## config.mk

```make
export PLATFORM = sky130hd
export DESIGN_NAME = traffic_light_controller
export DESIGN_NICKNAME = d
export VERILOG_FILES = /design/src/rtl/tlc_pkg.sv /design/src/rtl/count_bin2bcd.sv /design/src/rtl/traffic_light_controller.sv
export SDC_FILE = /design/constraint.sdc
export NUM_CORES = 1
export LEC_CHECK = 0
export CORE_MARGIN = 2
export CORE_UTILIZATION = 30
export CTS_BUF_LIST = sky130_fd_sc_hd__clkbuf_8
export CTS_CLUSTER_SIZE = 24
export DETAILED_ROUTE_END_ITERATION = 16
export PLACE_DENSITY = 0.47
export REMOVE_ABC_BUFFERS = 1
export SYNTH_ARGS = -nofsm -noshare
export SYNTH_HDL_FRONTEND = slang
export SYNTH_HIERARCHICAL = 1
export SYNTH_SLANG_ARGS = --single-unit
```

## constraint.sdc

```tcl
create_clock -name clk -period 3.5 [get_ports clk]
set_clock_uncertainty 0.05 [all_clocks]
set_input_delay 0.525 -clock clk [delete_from_list [all_inputs] [get_ports clk]]
set_output_delay 0.525 -clock clk [all_outputs]
set_load 0.02 [all_outputs]
```

## src/rtl/tlc_pkg.sv

```systemverilog
// Shared definitions for the traffic-light controller and the display path.
// The phase enum is the controller's internal phase; the DISP_* constants
// are the 2-bit codes the dot-matrix display decodes. FLASH is internal-only
// and is presented to the display as YELLOW.
package tlc_pkg;

  typedef enum logic [1:0] {
    PH_GREEN  = 2'b00,
    PH_YELLOW = 2'b01,
    PH_RED    = 2'b10,
    PH_FLASH  = 2'b11
  } phase_e;

  localparam logic [1:0] DISP_GREEN  = 2'b00;
  localparam logic [1:0] DISP_YELLOW = 2'b01;
  localparam logic [1:0] DISP_RED    = 2'b10;

  // Map an internal phase to the display code; FLASH shows as YELLOW so the
  // display never sees 2'b11.
  function automatic logic [1:0] disp_code(input phase_e ph);
    logic [1:0] code;
    case (ph)
      PH_GREEN:  code = DISP_GREEN;
      PH_YELLOW: code = DISP_YELLOW;
      PH_RED:    code = DISP_RED;
      default:   code = DISP_YELLOW;
    endcase
    return code;
  endfunction

endpackage

```

## src/rtl/count_bin2bcd.sv

```systemverilog
// Combinational 7-bit binary to two-digit BCD converter for the countdown.
// Valid for inputs 0..99.
//   bin  : binary value
//   tens : BCD tens digit
//   ones : BCD ones digit
module count_bin2bcd (
  input  logic [6:0] bin,
  output logic [3:0] tens,
  output logic [3:0] ones
);

  // Tens digit by compare ladder; ones digit is the remainder. Only the low
  // nibble of 10*tens matters since the remainder is always below 10, and
  // 10*t mod 16 == (8*t + 2*t) mod 16.
  always_comb begin
    if (bin >= 7'd90) begin
      tens = 4'd9;
    end else if (bin >= 7'd80) begin
      tens = 4'd8;
    end else if (bin >= 7'd70) begin
      tens = 4'd7;
    end else if (bin >= 7'd60) begin
      tens = 4'd6;
    end else if (bin >= 7'd50) begin
      tens = 4'd5;
    end else if (bin >= 7'd40) begin
      tens = 4'd4;
    end else if (bin >= 7'd30) begin
      tens = 4'd3;
    end else if (bin >= 7'd20) begin
      tens = 4'd2;
    end else if (bin >= 7'd10) begin
      tens = 4'd1;
    end else begin
      tens = 4'd0;
    end
    ones = bin[3:0] - ({tens[0], 3'b000} + {tens[2:0], 1'b0});
  end

endmodule

```

## src/rtl/traffic_light_controller.sv

```systemverilog
// Traffic-light phase sequencer driven by a 1 Hz enable.
// Cycles GREEN -> YELLOW -> RED, counting each phase down DUR..1. A
// pedestrian request shortens green to PED_MIN remaining ticks, pause holds
// the countdown, and night forces a flashing-yellow mode.
//   clk, rst_n          : clock, async active-low reset
//   tick_1hz            : one-clk enable pulse per second
//   ped_req             : debounced pedestrian button level
//   pause               : hold countdown
//   night               : flashing-yellow mode
//   state               : display phase code (00 G, 01 Y, 10 R)
//   light_r/_y/_g       : lamp drives
//   cnt_tens/cnt_ones   : BCD remaining count
//   ped_wait            : pedestrian request pending
module traffic_light_controller
  import tlc_pkg::*;
#(
  parameter int GREEN_TIME  = 15,
  parameter int YELLOW_TIME = 5,
  parameter int RED_TIME    = 10,
  parameter int PED_MIN     = 3
) (
  input  logic       clk,
  input  logic       rst_n,
  input  logic       tick_1hz,
  input  logic       ped_req,
  input  logic       pause,
  input  logic       night,
  output logic [1:0] state,
  output logic       light_r,
  output logic       light_y,
  output logic       light_g,
  output logic [3:0] cnt_tens,
  output logic [3:0] cnt_ones,
  output logic       ped_wait
);

  localparam logic [6:0] GREEN_CNT  = 7'(GREEN_TIME);
  localparam logic [6:0] YELLOW_CNT = 7'(YELLOW_TIME);
  localparam logic [6:0] RED_CNT    = 7'(RED_TIME);
  localparam logic [6:0] PED_CNT    = 7'(PED_MIN);

  phase_e     phase_r;
  logic [6:0] count_r;
  logic       ped_pending_r;
  logic       blink_r;

  logic       ped_hit_s;
  logic       shorten_s;

  // A request seen this edge counts toward shortening immediately, so a
  // press coinciding with a tick shortens instead of decrementing.
  always_comb begin
    ped_hit_s = ped_req && ((phase_r == PH_GREEN) || (phase_r == PH_YELLOW));
    shorten_s = (phase_r == PH_GREEN) && (ped_pending_r || ped_hit_s) &&
                (count_r > PED_CNT);
  end

  // Phase FSM, countdown, pedestrian latch and flash blink.
  always_ff @(posedge clk or negedge rst_n) begin
    if (!rst_n) begin
      phase_r       <= PH_GREEN;
      count_r       <= GREEN_CNT;
      ped_pending_r <= 1'b0;
      blink_r       <= 1'b0;
    end else if (night) begin
      phase_r       <= PH_FLASH;
      count_r       <= 7'd0;
      ped_pending_r <= 1'b0;
      // Toggle only once already flashing; blink is 0 on entry.
      if ((phase_r == PH_FLASH) && tick_1hz) begin
        blink_r <= ~blink_r;
      end else begin
        blink_r <= blink_r;
      end
    end else if (phase_r == PH_FLASH) begin
      phase_r <= PH_RED;
      count_r <= RED_CNT;
      blink_r <= 1'b0;
    end else begin
      if (ped_hit_s) begin
        ped_pending_r <= 1'b1;
      end
      if (shorten_s) begin
        count_r <= PED_CNT;
      end else if (tick_1hz && !pause) begin
        if (count_r > 7'd1) begin
          count_r <= count_r - 7'd1;
        end else begin
          case (phase_r)
            PH_GREEN: begin
              phase_r <= PH_YELLOW;
              count_r <= YELLOW_CNT;
            end
            PH_YELLOW: begin
              // Later assignment wins over a same-edge request latch.
              phase_r       <= PH_RED;
              count_r       <= RED_CNT;
              ped_pending_r <= 1'b0;
            end
            default: begin
              phase_r <= PH_GREEN;
              count_r <= GREEN_CNT;
            end
          endcase
        end
      end
    end
  end

  // Lamp and display decode straight from the registers.
  always_comb begin
    state    = disp_code(phase_r);
    ped_wait = ped_pending_r;
    case (phase_r)
      PH_GREEN: begin
        light_r = 1'b0;
        light_y = 1'b0;
        light_g = 1'b1;
      end
      PH_YELLOW: begin
        light_r = 1'b0;
        light_y = 1'b1;
        light_g = 1'b0;
      end
      PH_RED: begin
        light_r = 1'b1;
        light_y = 1'b0;
        light_g = 1'b0;
      end
      default: begin
        light_r = 1'b0;
        light_y = blink_r;
        light_g = 1'b0;
      end
    endcase
  end

  count_bin2bcd u_bcd (
    .bin  (count_r),
    .tens (cnt_tens),
    .ones (cnt_ones)
  );

endmodule

```

Yosys cells after proc, flatten, opt, wreduce, memory -nomap -nowiden
Index checks and enable logic that the tools add are counted.

storage, ports and cells
  bits in registers = 11
  input port bits = 6
  output and inout bits = 14
  logic and storage cells = 76

cells by class
  $add $sub $neg = 3
  order comparisons = 11
  equality and inequality tests = 7
  multiplexer cells = 35
  bitwise operators = 1
  reductions and logical operators = 15

operators with widths
  operator               count
  $mux W7                5
  $mux W4                8
  $ge A7 B6 Y1 const B   3
  $ge A7 B7 Y1 const B   3
  $ge A7 B5 Y1 const B   2
  $mux W1                13
  $mux W2                5
  $pmux W2 S2            2
  $pmux W4 S2            1
  $ge A7 B4 Y1 const B   1
  $gt A7 B1 Y1 const B   1
  $gt A7 B2 Y1 const B   1
  $sub A7 B1 Y7 const B  1
  $logic_and A1 B1 Y1    5
  $add A4 B4 Y4          1
  $eq A2 B2 Y1 const B   2
  $reduce_bool A4 Y1     1
  $sub A4 B4 Y4          1
  $ne A3 B2 Y1 const B   1
  $ne A3 B3 Y1 const B   1
  $reduce_and A3 Y1      1
  $reduce_bool A3 Y1     1
  $eq A2 B1 Y1 const B   1
  $logic_not A2 Y1       1
  9 further kinds        10

Logic depth before layout (Yosys ltp)
  depth after elaboration = 12
  mapped depth = 8
  depth with buffers taken out = 8

By module
The synthesis kept the hierarchy.

by module, submodules not included
  module                    instances  cells each  area each (um^2)  seq. area each (um^2)
  traffic_light_controller  1          88          839.6             280.3
  count_bin2bcd             1          50          337.8             0.0

Worst setup path after synthesis
No wires, ideal clock.

  kind = reg2out
  start point = register count_r[3]
  end point = output port cnt_ones[3]
  data arrival time = 2.343 ns
  data required time = 2.925 ns
  path slack = 0.582 ns
  stages on the path, launching flop included = 9
  path buffers = 1
  cells stage by stage = dfstp_2 buf_2 nor2_1 o21ai_0 a22oi_1 o21ai_0 ha_1 a22oi_2 xnor2_1

on the way
  elaborated cells between the ends (all ways) = 20
  those cells by class = add/sub: 2; order compare: 9; mux: 9

RTL lines
  element                 line                            text
  start, declared         traffic_light_controller.sv:43  logic [6:0] count_r;
  start signal, assigned  traffic_light_controller.sv:87  count_r <= count_r - 7'd1;
  $ge A7 B5 Y1            count_bin2bcd.sv:30             end else if (bin >= 7'd20) begin
  $mux W4                 count_bin2bcd.sv:30
  $mux W4                 count_bin2bcd.sv:28             end else if (bin >= 7'd30) begin
  $mux W4                 count_bin2bcd.sv:26             end else if (bin >= 7'd40) begin
  $mux W4                 count_bin2bcd.sv:24             end else if (bin >= 7'd50) begin
  $mux W4                 count_bin2bcd.sv:22             end else if (bin >= 7'd60) begin
  $mux W4                 count_bin2bcd.sv:20             end else if (bin >= 7'd70) begin
  $mux W4                 count_bin2bcd.sv:18             end else if (bin >= 7'd80) begin
  $mux W4 (*)             count_bin2bcd.sv:16             if (bin >= 7'd90) begin
  named net cnt_tens[1]   traffic_light_controller.sv:32  output logic [3:0] cnt_tens,
  $add A4 B4 Y4 (*)       count_bin2bcd.sv:37             ones = bin[3:0] - ({tens[0], 3'b000} + {tens[2:0], 1'b0});
  $sub A4 B4 Y4 (*)       count_bin2bcd.sv:37
  end, declared           traffic_light_controller.sv:33  output logic [3:0] cnt_ones,

The timed path passes the listed nets; every way through them passes the cells marked *.

Worst setup path in the final report
  start point = register count_r[3]
  end point = output port cnt_ones[3]

on the way
  word-level cells in the longest chain between the ends = 12
  elaborated cells between the ends (all ways) = 20
  those cells by class = add/sub: 2; order compare: 9; mux: 9

RTL lines
  element            line                 text
  $ge A7 B4 Y1       count_bin2bcd.sv:32  end else if (bin >= 7'd10) begin
  $mux W1            count_bin2bcd.sv:32
  $mux W4            count_bin2bcd.sv:30
  $mux W4            count_bin2bcd.sv:28
  $mux W4            count_bin2bcd.sv:26
  $mux W4            count_bin2bcd.sv:24
  $mux W4            count_bin2bcd.sv:22
  $mux W4            count_bin2bcd.sv:20
  $mux W4            count_bin2bcd.sv:18
  $mux W4            count_bin2bcd.sv:16
  $add A4 B4 Y4      count_bin2bcd.sv:37
  $sub A4 B4 Y4 (*)  count_bin2bcd.sv:37

Mark *: on every way between the ends. The rest lies on a longest branch, timed or not.

==> metrics.txt <==
# TYPE chip_impl_metric gauge
chip_impl_metric{name="tns",unit="ns"} 0
chip_impl_metric{name="routed-via-count",unit=""} 1046
chip_impl_metric{name="critical_path.n_buffers_inverters",unit=""} 1
chip_impl_metric{name="flow.area_growth_from_synthesis",unit="%"} 20.4
chip_impl_metric{name="fillers",unit=""} 408
chip_impl_metric{name="ys_types",unit=""} 51
chip_impl_metric{name="area.sequential",unit="um2"} 284
chip_impl_metric{name="combined_area_of_the_multi_input_logic_cells",unit="um2"} 790
chip_impl_metric{name="worst_margin_pin_slew",unit="ns"} 0.557
chip_impl_metric{name="timing.final.max_slew_violations",unit=""} 0
chip_impl_info{name="timing.critical_path.from",value="count_r[3]"} 1
chip_impl_metric{name="first_pass_drt_iterations",unit=""} 4
chip_impl_metric{name="fin_area",unit="um2"} 1420
chip_impl_info{name="synth_top_cell_by_area",value="sky130_fd_sc_hd__dfrtp_1"} 1
chip_impl_info{name="start_kind",value="flip-flop"} 1
chip_impl_metric{name="max_freq",unit="MHz"} 302
chip_impl_metric{name="final_min_period_over_clock_period",unit="%"} 94.7
chip_impl_metric{name="synth-edff-count",unit=""} 0
chip_impl_metric{name="final_count_of_hold_timing_violations",unit=""} 0
chip_impl_info{name="slowest_stage",value="sky130_fd_sc_hd__dfstp_4"} 1
chip_impl_info{name="tritoncts",value="yes"} 1
chip_impl_metric{name="path_max_fanout",unit=""} 19
chip_impl_metric{name="period_minus_slack",unit="ns"} 3.31
chip_impl_metric{name="number_of_antenna_violations_at_the_first_check_in_global_routing",unit=""} 0
chip_impl_metric{name="worst_hold_margin",unit="ns"} 0.479
chip_impl_metric{name="final_layout_size_suffix_gt1_share",unit="%"} 11.0
chip_impl_info{name="setup.worst_path.end_class",value="output port"} 1
chip_impl_metric{name="width_of_the_chip",unit="um"} 66.6
chip_impl_metric{name="grt_overflow_total",unit=""} 0
chip_impl_metric{name="antennaDiodeCount",unit=""} 0
chip_impl_info{name="post-synth-top-count-cell",value="sky130_fd_sc_hd__nor2_1"} 1
chip_impl_metric{name="floorplan.die_area",unit="um2"} 4440
chip_impl_info{name="clock_tree.root_cell",value="sky130_fd_sc_hd__clkbuf_8"} 1
chip_impl_metric{name="ys_async_sr_fraction",unit="%"} 100
chip_impl_metric{name="syn_avg_cell_area",unit="um2"} 8.53
chip_impl_metric{name="grt_start_max_net_pins",unit=""} 20
chip_impl_metric{name="placementRows",unit=""} 22
chip_impl_metric{name="routed_via_density",unit=""} 5.18
chip_impl_metric{name="tritoncts_buffer_count",unit=""} 3
chip_impl_info{name="crit_chain",value="nor2_1 -> o21ai_0 -> a22oi_1 -> o21ai_0 -> ha_1 -> a22oi_2 -> xnor2_1 -> clkdlybuf4s50_1"} 1
chip_impl_metric{name="postRouteWirelength",unit="um"} 2690
chip_impl_metric{name="clk-insertion-delay-late",unit="ns"} 0.24
chip_impl_metric{name="yosys_warnings",unit=""} 6
chip_impl_metric{name="critical_path_arrival",unit="ns"} 2.74
chip_impl_metric{name="dieHeight",unit="um"} 66.6
chip_impl_metric{name="groute.usage.overall",unit="%"} 13.3
chip_impl_metric{name="dp_hpwl",unit="um"} 2010
chip_impl_metric{name="synthesis.area",unit="um2"} 1180
chip_impl_info{name="r2r-start",value="count_r[1]"} 1
chip_impl_metric{name="drv.max_cap_violation_count",unit=""} 0
chip_impl_metric{name="gpl.final_weighted_congestion",unit=""} 0.740
chip_impl_metric{name="cts.sinks",unit=""} 11
chip_impl_metric{name="setup_viol_count_final",unit=""} 0
chip_impl_info{name="worstHoldStart",value="blink_r"} 1
chip_impl_metric{name="worst_path_largest_cell_delay",unit="ns"} 0.73
chip_impl_info{name="run_status",value="finished, final reports clean"} 1
chip_impl_metric{name="postSynthCellCount",unit=""} 138
chip_impl_info{name="worstSetupPathType",value="reg -> out"} 1
chip_impl_metric{name="grt_first_pass_wirelength",unit="um"} 4570
chip_impl_info{name="synth_commonest_cells",value="10 x sky130_fd_sc_hd__nor2_1, 9 x sky130_fd_sc_hd__inv_1, 9 x sky130_fd_sc_hd__o21ai_0"} 1
chip_impl_metric{name="port_buffers",unit=""} 19
chip_impl_metric{name="maxSlewHeadroom",unit="%"} 62.8
chip_impl_metric{name="drt_iter0_drc",unit=""} 84
chip_impl_info{name="yosys_most_used_dff",value="sky130_fd_sc_hd__dfrtp_1"} 1
chip_impl_metric{name="synth_largest_type_area_fraction",unit="%"} 14.9
chip_impl_metric{name="critPathRequiredTime",unit="ns"} 2.92
chip_impl_metric{name="power.density_cell_area",unit="nW/um2"} 366
chip_impl_info{name="critical_path.most_common_cell",value="sky130_fd_sc_hd__o21ai_0"} 1
chip_impl_metric{name="synth_seq_area_share",unit="%"} 23.8
chip_impl_metric{name="ir_worst_vdd",unit="uV"} 208
chip_impl_metric{name="grt_pass1_vias",unit=""} 982
chip_impl_metric{name="post_route_drc",unit=""} 0
chip_impl_info{name="unrepaired_setup_endpoints_after_global_routing",value="no"} 1
chip_impl_info{name="cpLargestDelayFamily",value="flip-flops"} 1
chip_impl_metric{name="core_region_area",unit="um2"} 3720
chip_impl_metric{name="clkTransAtPathRegs",unit="ns"} 0.05
chip_impl_metric{name="initial_core_util",unit="%"} 31.7
chip_impl_metric{name="ys_seq_elements",unit=""} 11
chip_impl_metric{name="layout.nets",unit=""} 168
chip_impl_metric{name="ioPinCount",unit=""} 20
chip_impl_metric{name="drt-wirelength-per-cell",unit="um"} 13.3
chip_impl_metric{name="cts_setup_buffers",unit=""} 0
chip_impl_info{name="synth.top_cells.by_area",value="sky130_fd_sc_hd__dfrtp_1 15%, sky130_fd_sc_hd__dfstp_2 8.9%, sky130_fd_sc_hd__ha_1 7.4%, sky130_fd_sc_hd__xnor2_1 4.5%, sky130_fd_sc_hd__o21ai_0 3.8%"} 1
chip_impl_metric{name="cts-hold-fix-buffers",unit=""} 0
chip_impl_metric{name="cts_htree_levels",unit=""} 1
chip_impl_metric{name="ant_nets",unit=""} 0
chip_impl_info{name="hp-class",value="reg -> reg"} 1
chip_impl_metric{name="detailed_place.area",unit="um2"} 1370
chip_impl_metric{name="ctsLongestPathBuffers",unit=""} 2
chip_impl_metric{name="leakage",unit="nW"} 0.566
==> flip-flops by register name (all words and copies together) (netlist names) <==
register and cells:
phase_r 2, blink_r 1, ped_wait 1, count_r 7
==> final timing paths <==
check	depth (start not counted)	end	slack [ns]
min in group asynchronous	1	phase_r[0]	0.59
setup reg to reg	5	count_r[6]	1.23
hold / removal	1	blink_r	0.48
setup / recovery	8	cnt_ones[3]	0.19
max in group asynchronous	1	count_r[3]	2.44
hold reg to reg	1	blink_r	0.48
==> kinds of logic (layout without fill, tap and decap cells) <==
logic type,Yosys count,count (layout),synth area share (%)
mux,2,2,1.81
compound gates,44,44,28.7
flops,11,11,23.8
simple gates,49,49,23.9
fa+ha+maj,7,7,7.44
xor+xnor,7,7,5.21
buf+inv,18,34,9.14
==> layout by cell type, fill, tap and decap left out, drive strengths merged, types with 2 or more instances in the layout <==
cell | netlist | routed
a21oi | 5 | 5
o211ai | 2 | 2
nor3 | 9 | 9
clkbuf | 1 | 3
a22oi | 2 | 2
buf | 8 | 2
nor2 | 10 | 10
a22o | 3 | 3
a211o | 2 | 2
o21bai | 2 | 2
a21boi | 3 | 3
dfstp | 4 | 4
nor2b | 5 | 5
clkdlybuf4s50 | 0 | 19
and2b | 2 | 2
o211a | 2 | 2
ha | 7 | 7
nand2 | 8 | 8
inv | 9 | 10
xnor2 | 6 | 6
nand2b | 5 | 5
a311o | 2 | 2
nor4b | 2 | 2
dfrtp | 7 | 7
a31oi | 2 | 2
o21ai | 10 | 10
==> power by group <==
group | total (mW) | switching (mW) | internal [mW]
Combinational | 0.220 | 0.115 | 0.105
Sequential | 0.170 | 0.0274 | 0.142
Clock | 0.129 | 0.0516 | 0.0774
==> per-layer routing <==
layer / part of all wire (%) / up-vias / GRT usage, %
met5: 0 / - / 0
met4: 0 / 0 / 1.53
met3: 5.7 / 0 / 4.05
met2: 45 / 23 / 20.6
met1: 50 / 488 / 18.8
li1: - / 535 / -
==> through the flow <==
stage	power [mW]	util, %	instances	worst slack [ns]
floorplan	0.308	-	129	0.586
global placement	0.391	36.8	198	0.455
detailed placement	0.391	36.8	198	0.381
CTS	0.525	38.0	202	0.135
global route	0.563	38.1	202	0.00912
finish	0.519	38.1	202	0.187
==> what timing repair did <==
action | in CTS | in global routing
endpoints found under the setup margin | 0 | 1
gates resized for setup | 0 | 1
hold endpoints to repair | 0 | 0
==> area by class of cell <==
| type | instances | area share (%) |
|---|---|---|
| timing repair buffer | 21 | 14.5 |
| multi-input combinational | 109 | 55.7 |
| tap | 48 | 4.24 |
| inverter | 9 | 2.38 |
| clock buffer | 3 | 2.91 |
| clock inverter | 1 | 0.265 |
| sequential | 11 | 20.0 |
(Power assumes the default switching activity.)
